$ cat src/rtl/nrzi_rx_decoder.sv
// USB receive line decoder: NRZI decode, SYNC detection, bit unstuffing and
// EOP qualification, with a classified one-cycle error pulse.

package nrzi_rx_pkg;
  // {dp, dm} line encoding
  typedef enum logic [1:0] {
    USB_SE0 = 2'b00,
    USB_K   = 2'b01,
    USB_J   = 2'b10,
    USB_SE1 = 2'b11
  } bus_t;
endpackage

module nrzi_rx_decoder
  import nrzi_rx_pkg::*;
#(
  parameter int SYNC_LEN    = 8,
  parameter int STUFF_LEN   = 6,
  parameter int EOP_SE0_MIN = 2
) (
  input  logic       clk,
  input  logic       rst,
  input  logic       en,
  input  bus_t       serial_in,
  input  logic       stuff_en,
  output logic       bit_valid,
  output logic       bit_out,
  output logic       pkt_start,
  output logic       pkt_end,
  output logic       in_packet,
  output logic       err,
  output logic [1:0] err_code
);

  localparam int ZW = $clog2(SYNC_LEN);
  localparam int OW = $clog2(STUFF_LEN + 1);
  localparam int SW = $clog2(EOP_SE0_MIN + 1);
  localparam logic [ZW-1:0] ZMAX = ZW'(SYNC_LEN - 1);
  localparam logic [OW-1:0] OMAX = OW'(STUFF_LEN);
  localparam logic [SW-1:0] SMAX = SW'(EOP_SE0_MIN);

  localparam logic [1:0] ERR_NONE  = 2'd0;
  localparam logic [1:0] ERR_SYNC  = 2'd1;
  localparam logic [1:0] ERR_STUFF = 2'd2;
  localparam logic [1:0] ERR_EOP   = 2'd3;

  typedef enum logic [2:0] {IDLE, SYNC, DATA, EOP, RECOVER} state_t;

  state_t        state, state_d;
  bus_t          prev_sym;
  logic [ZW-1:0] zero_cnt, zero_d;
  logic [OW-1:0] ones_cnt, ones_d;
  logic [SW-1:0] se0_cnt, se0_d;
  logic          emit, start, done;
  logic [1:0]    err_kind;
  logic          is_jk, dbit;
  logic          bit_valid_d, bit_out_d, pkt_start_d, pkt_end_d, err_d;
  logic [1:0]    err_code_d;

  always_ff @(posedge clk) begin
    if (rst) begin
      state     <= IDLE;
      prev_sym  <= USB_J;
      zero_cnt  <= '0;
      ones_cnt  <= '0;
      se0_cnt   <= '0;
      bit_valid <= 1'b0;
      bit_out   <= 1'b0;
      pkt_start <= 1'b0;
      pkt_end   <= 1'b0;
      err       <= 1'b0;
      err_code  <= ERR_NONE;
    end else begin
      state     <= state_d;
      zero_cnt  <= zero_d;
      ones_cnt  <= ones_d;
      se0_cnt   <= se0_d;
      bit_valid <= bit_valid_d;
      bit_out   <= bit_out_d;
      pkt_start <= pkt_start_d;
      pkt_end   <= pkt_end_d;
      err       <= err_d;
      err_code  <= err_code_d;
      if (en) prev_sym <= serial_in;
    end
  end

  always_comb begin
    state_d  = state;
    zero_d   = zero_cnt;
    ones_d   = ones_cnt;
    se0_d    = se0_cnt;
    emit     = 1'b0;
    start    = 1'b0;
    done     = 1'b0;
    err_kind = ERR_NONE;
    is_jk    = (serial_in == USB_J) || (serial_in == USB_K);
    dbit     = (serial_in == prev_sym);
    if (en) begin
      case (state)
        IDLE: begin
          if (serial_in == USB_K && prev_sym == USB_J) begin
            state_d = SYNC;
            zero_d  = ZW'(1);
          end
        end
        SYNC: begin
          if (is_jk && !dbit) begin
            if (zero_cnt == ZMAX) err_kind = ERR_SYNC;
            else zero_d = zero_cnt + ZW'(1);
          end else if (is_jk && zero_cnt == ZMAX) begin
            state_d = DATA;
            start   = 1'b1;
            ones_d  = OW'(1);
          end else begin
            err_kind = ERR_SYNC;
          end
        end
        DATA: begin
          if (is_jk) begin
            if (stuff_en && ones_cnt >= OMAX) begin
              if (dbit) err_kind = ERR_STUFF;
              else ones_d = '0;
            end else begin
              emit = 1'b1;
              // ones_cnt keeps tracking in pass-through mode but saturates
              if (!dbit) ones_d = '0;
              else if (ones_cnt != OMAX) ones_d = ones_cnt + OW'(1);
            end
          end else if (serial_in == USB_SE0) begin
            state_d = EOP;
            se0_d   = SW'(1);
          end else begin
            err_kind = ERR_EOP;
          end
        end
        EOP: begin
          if (serial_in == USB_SE0) begin
            if (se0_cnt != SMAX) se0_d = se0_cnt + SW'(1);
          end else if (serial_in == USB_J && se0_cnt >= SMAX) begin
            state_d = IDLE;
            done    = 1'b1;
          end else begin
            err_kind = ERR_EOP;
          end
        end
        RECOVER: begin
          if (serial_in == USB_J) state_d = IDLE;
        end
        default: state_d = IDLE;
      endcase
      if (err_kind != ERR_NONE) state_d = RECOVER;
    end
  end

  always_comb begin
    bit_valid_d = emit;
    bit_out_d   = emit ? dbit : bit_out;
    pkt_start_d = start;
    pkt_end_d   = done;
    err_d       = (err_kind != ERR_NONE);
    err_code_d  = err_d ? err_kind : err_code;
    in_packet   = (state == SYNC) || (state == DATA) || (state == EOP);
  end

endmodule
$ cat config.mk
export PLATFORM = sky130hd
export DESIGN_NAME = nrzi_rx_decoder
export DESIGN_NICKNAME = d
export VERILOG_FILES = /design/src/rtl/nrzi_rx_decoder.sv
export SDC_FILE = /design/constraint.sdc
export NUM_CORES = 1
export LEC_CHECK = 0
export ABC_CLOCK_PERIOD_IN_PS = 2820
export CORE_MARGIN = 1.5
export CORE_UTILIZATION = 49
export DETAILED_ROUTE_END_ITERATION = 6
export HOLD_SLACK_MARGIN = 0.08
export MAX_ROUTING_LAYER = met4
export PLACE_DENSITY_LB_ADDON = 0.2
export REMOVE_ABC_BUFFERS = 1
export SYNTH_ARGS = -nofsm -noshare
export SYNTH_HDL_FRONTEND = slang
export SYNTH_SLANG_ARGS = --single-unit
$ cat constraint.sdc
create_clock -name clk -period 2.82 [get_ports clk]
set_clock_uncertainty 0.1 [all_clocks]
set_input_delay 0.423 -clock clk [delete_from_list [all_inputs] [get_ports clk]]
set_output_delay 0.423 -clock clk [all_outputs]
set_load 0.01 [all_outputs]
==> flow_summary.ini <==
[routing]
vias = 1148
drt_iter0_markers = 83
postRouteAntennaNets = 0
wl_per_cell_um = 13.9
wl_mm = 2.66
drc = 0
vias_per_cell = 5.98
drt_first_pass_iters = 4

[synth]
syn_area_sq_mm = 0.00125
yosys_warnings = 0
ys_ff_latch = 20
synth_edf_count = 0
syn_avg_cell_area_sq_um = 8.36
ys_seq_area_share_pct = 32.1
synth_ff_type = dfxtp_1
synth.distinct_cells = 43
async_flop_share_pct = 0
syn_inst = 149

[floorplanning]
die_area_sq_mm = 0.00285
num_rows = 18
start_util_pct = 51.2
die_width_um = 53.4
ioPinCount = 14
dieHeight_um = 53.4
core_sq_mm = 0.00243

[setup_path]
cp-start-kind = input port
worstPathArrival_ps = 2680
r2r_slack_ps = 710
r2r-end = ones_cnt[2]
cp-end-kind = register
crit_end = state[1]
crit_path_top_delay_cell = clkdlybuf4s50_1
r2r_cells = 5
cp_cell_sequence = clkdlybuf4s50_1 > inv_1 > ha_1 > nor2b_1 > a2bb2oi_1 > o2111ai_1 > a211oi_1 > nand2_1 > a31oi_1
cp.required_ps = 2960
max_stage_delay_ps = 560
r2r_start = state[0]
critPathMaxFanout = 8
crit_start = serial_in[1]
path_class = in -> reg

[power_and_ir_drop]
ir_worst_vdd_mv = 0.297
leakage_uw = 0.000526
powerDensity_mw_per_mm2 = 525

[global_routing]
grt_pass1_vias = 1002
grt_max_degree = 15
gr-usage-all-layers_pct = 22.0
antenna_found_initial = 0
grt.overflow.total = 0
grt_pass1_wl_mm = 4.48

[layout]
layout_common_cells = 22 x nor2_1, 20 x dfxtp_1, 14 x nand2_1
finish.utilization_pct = 58.8
multi_input_area_sq_um = 778
final_common_cell = nor2_1
fillers = 237
area_growth_pct = 14.9
nets = 178
final-seq-area_sq_um = 400
layout-drive-gt1-share_pct = 8.64
n_antenna_cell = 0

[run]
cap_violations = 0

[worst_hold_path]
hold_start = err_code[1]
hp-class = reg -> reg

[sta]
slew_headroom_pct = 66.7
fmax_mhz = 394
setup_viol = 0
holdWs_ps = 363
fin_crit_ps = 2540
rsz0062_at_grt = no
worstMarginPinSlew_ps = 499
period_share_pct = 90.0
hold_violations = 0
maxSlewViolCount = 0

[clock_tree]
holdBufCountCts = 0
cts_resized = 0
clockBufferDepth = 2
cts_sinks = 20
cts_setup_buffers = 0
htreeDepth = 1
cts_tree = done
cts-root-buf = clkbuf_4
cts_buffers = 3
clk_latency_ps = 310
clk_pin_slew_ps = 110

[placed_design]
gp_congestion = 0.902
dp_hpwl_mm = 2.02
portBuffers = 13

[outcome]
status = finished clean
[worst max-delay path: cells and delay by family]
| family | cells | cell delay, ps |
|---|---|---|
| buffers and inverters | 2 | 650 |
| AO/OA/AOI/OAI | 4 | 910 |
| adder cells (fa/ha/maj) | 1 | 390 |
| AND/OR/NAND/NOR | 2 | 290 |
[Yosys cell counts (2+ instances only)]
cell | count | share of area (%)
a22oi_1 | 3 | 1.8
a31oi_1 | 2 | 1.0
inv_1 | 7 | 2.1
nand4_1 | 2 | 1.0
o2111ai_1 | 2 | 1.4
a211oi_1 | 2 | 1.2
xor2_1 | 2 | 1.4
o211ai_1 | 2 | 1.2
o21ai_0 | 2 | 0.80
nand2_1 | 14 | 4.2
ha_1 | 9 | 9.0
nor2b_1 | 3 | 1.5
a2bb2oi_1 | 2 | 1.4
dfxtp_1 | 20 | 32
nor2_1 | 22 | 6.6
mux2i_1 | 4 | 3.2
nor3_1 | 9 | 3.6
o21ai_2 | 2 | 1.4
a211oi_4 | 2 | 3.2
clkbuf_1 | 2 | 0.60
o21ai_1 | 2 | 0.80
buf_2 | 3 | 1.2
a21oi_1 | 5 | 2.0
nand3b_1 | 2 | 1.2
nand3_1 | 6 | 2.4
[metrics by stage]
step | total power, uW | setup TNS (ps) | std cells | setup WS [ps] | area (sq um)
6_report | 751 | 0 | 192 | 282 | 1430
5_1_grt | 796 | 0 | 192 | 88.8 | 1430
4_1_cts | 755 | 0 | 192 | 304 | 1430
3_5_place_dp | 584 | -23.9 | 188 | -23.9 | 1400
3_3_place_gp | 579 | 0 | 188 | 84.5 | 1400
2_1_floorplan | 507 | 0 | 142 | 840 | 1200
[how the worst min path moves through the flow]
stage | to | slack (ps) | cells past startpoint
final | err_code[1] | 360 | 2
after global routing | err_code[1] | 380 | 2
after CTS | err_code[1] | 370 | 2
after detailed placement | err_code[1] | 350 | 2
after global placement | err_code[0] | 340 | 2
after floorplan | zero_cnt[0] | 340 | 1
[layer usage]
layer  vias to the layer above  wire length [um]  GRT usage (%)
met4                         0                42           11.1
met2                        46              1250           32.3
met3                         4               166           3.11
li1                        561                 -              -
met5                         -                 0              -
met1                       537              1200           29.4
[power breakdown]
| group | internal (uW) | switching (uW) |
|---|---|---|
| clock network | 78.9 | 91.6 |
| registers | 302 | 41.4 |
| logic | 104 | 133 |
[cell families (layout without fill, tap and decap cells)]
group           count (synthesis)  after routing  synth area share, %
simple gates                   65             65                 26.0
compound gates                 35             35                 22.8
flops                          20             20                 32.1
buf+inv                        14             27                 5.42
fa+ha+maj                       9              9                 9.04
mux                             4              4                 3.21
xor+xnor                        2              2                 1.41
[layout make-up]
type	instances	share of cell area, %
Sequential cell	20	28.0
Timing Repair Buffer	16	10.7
Clock buffer	4	2.53
Multi-Input combinational cell	115	54.4
Tap cell	30	2.62
Inverter	7	1.84
[registers in the layout, indices dropped and copies added (netlist names)]
name,cells
prev_sym,2
zero_cnt,3
bit_valid,1
state,3
pkt_end,1
pkt_start,1
err,1
se0_cnt,2
bit_out,1
ones_cnt,3
err_code,2
Power figures use the tool's default switching activity.
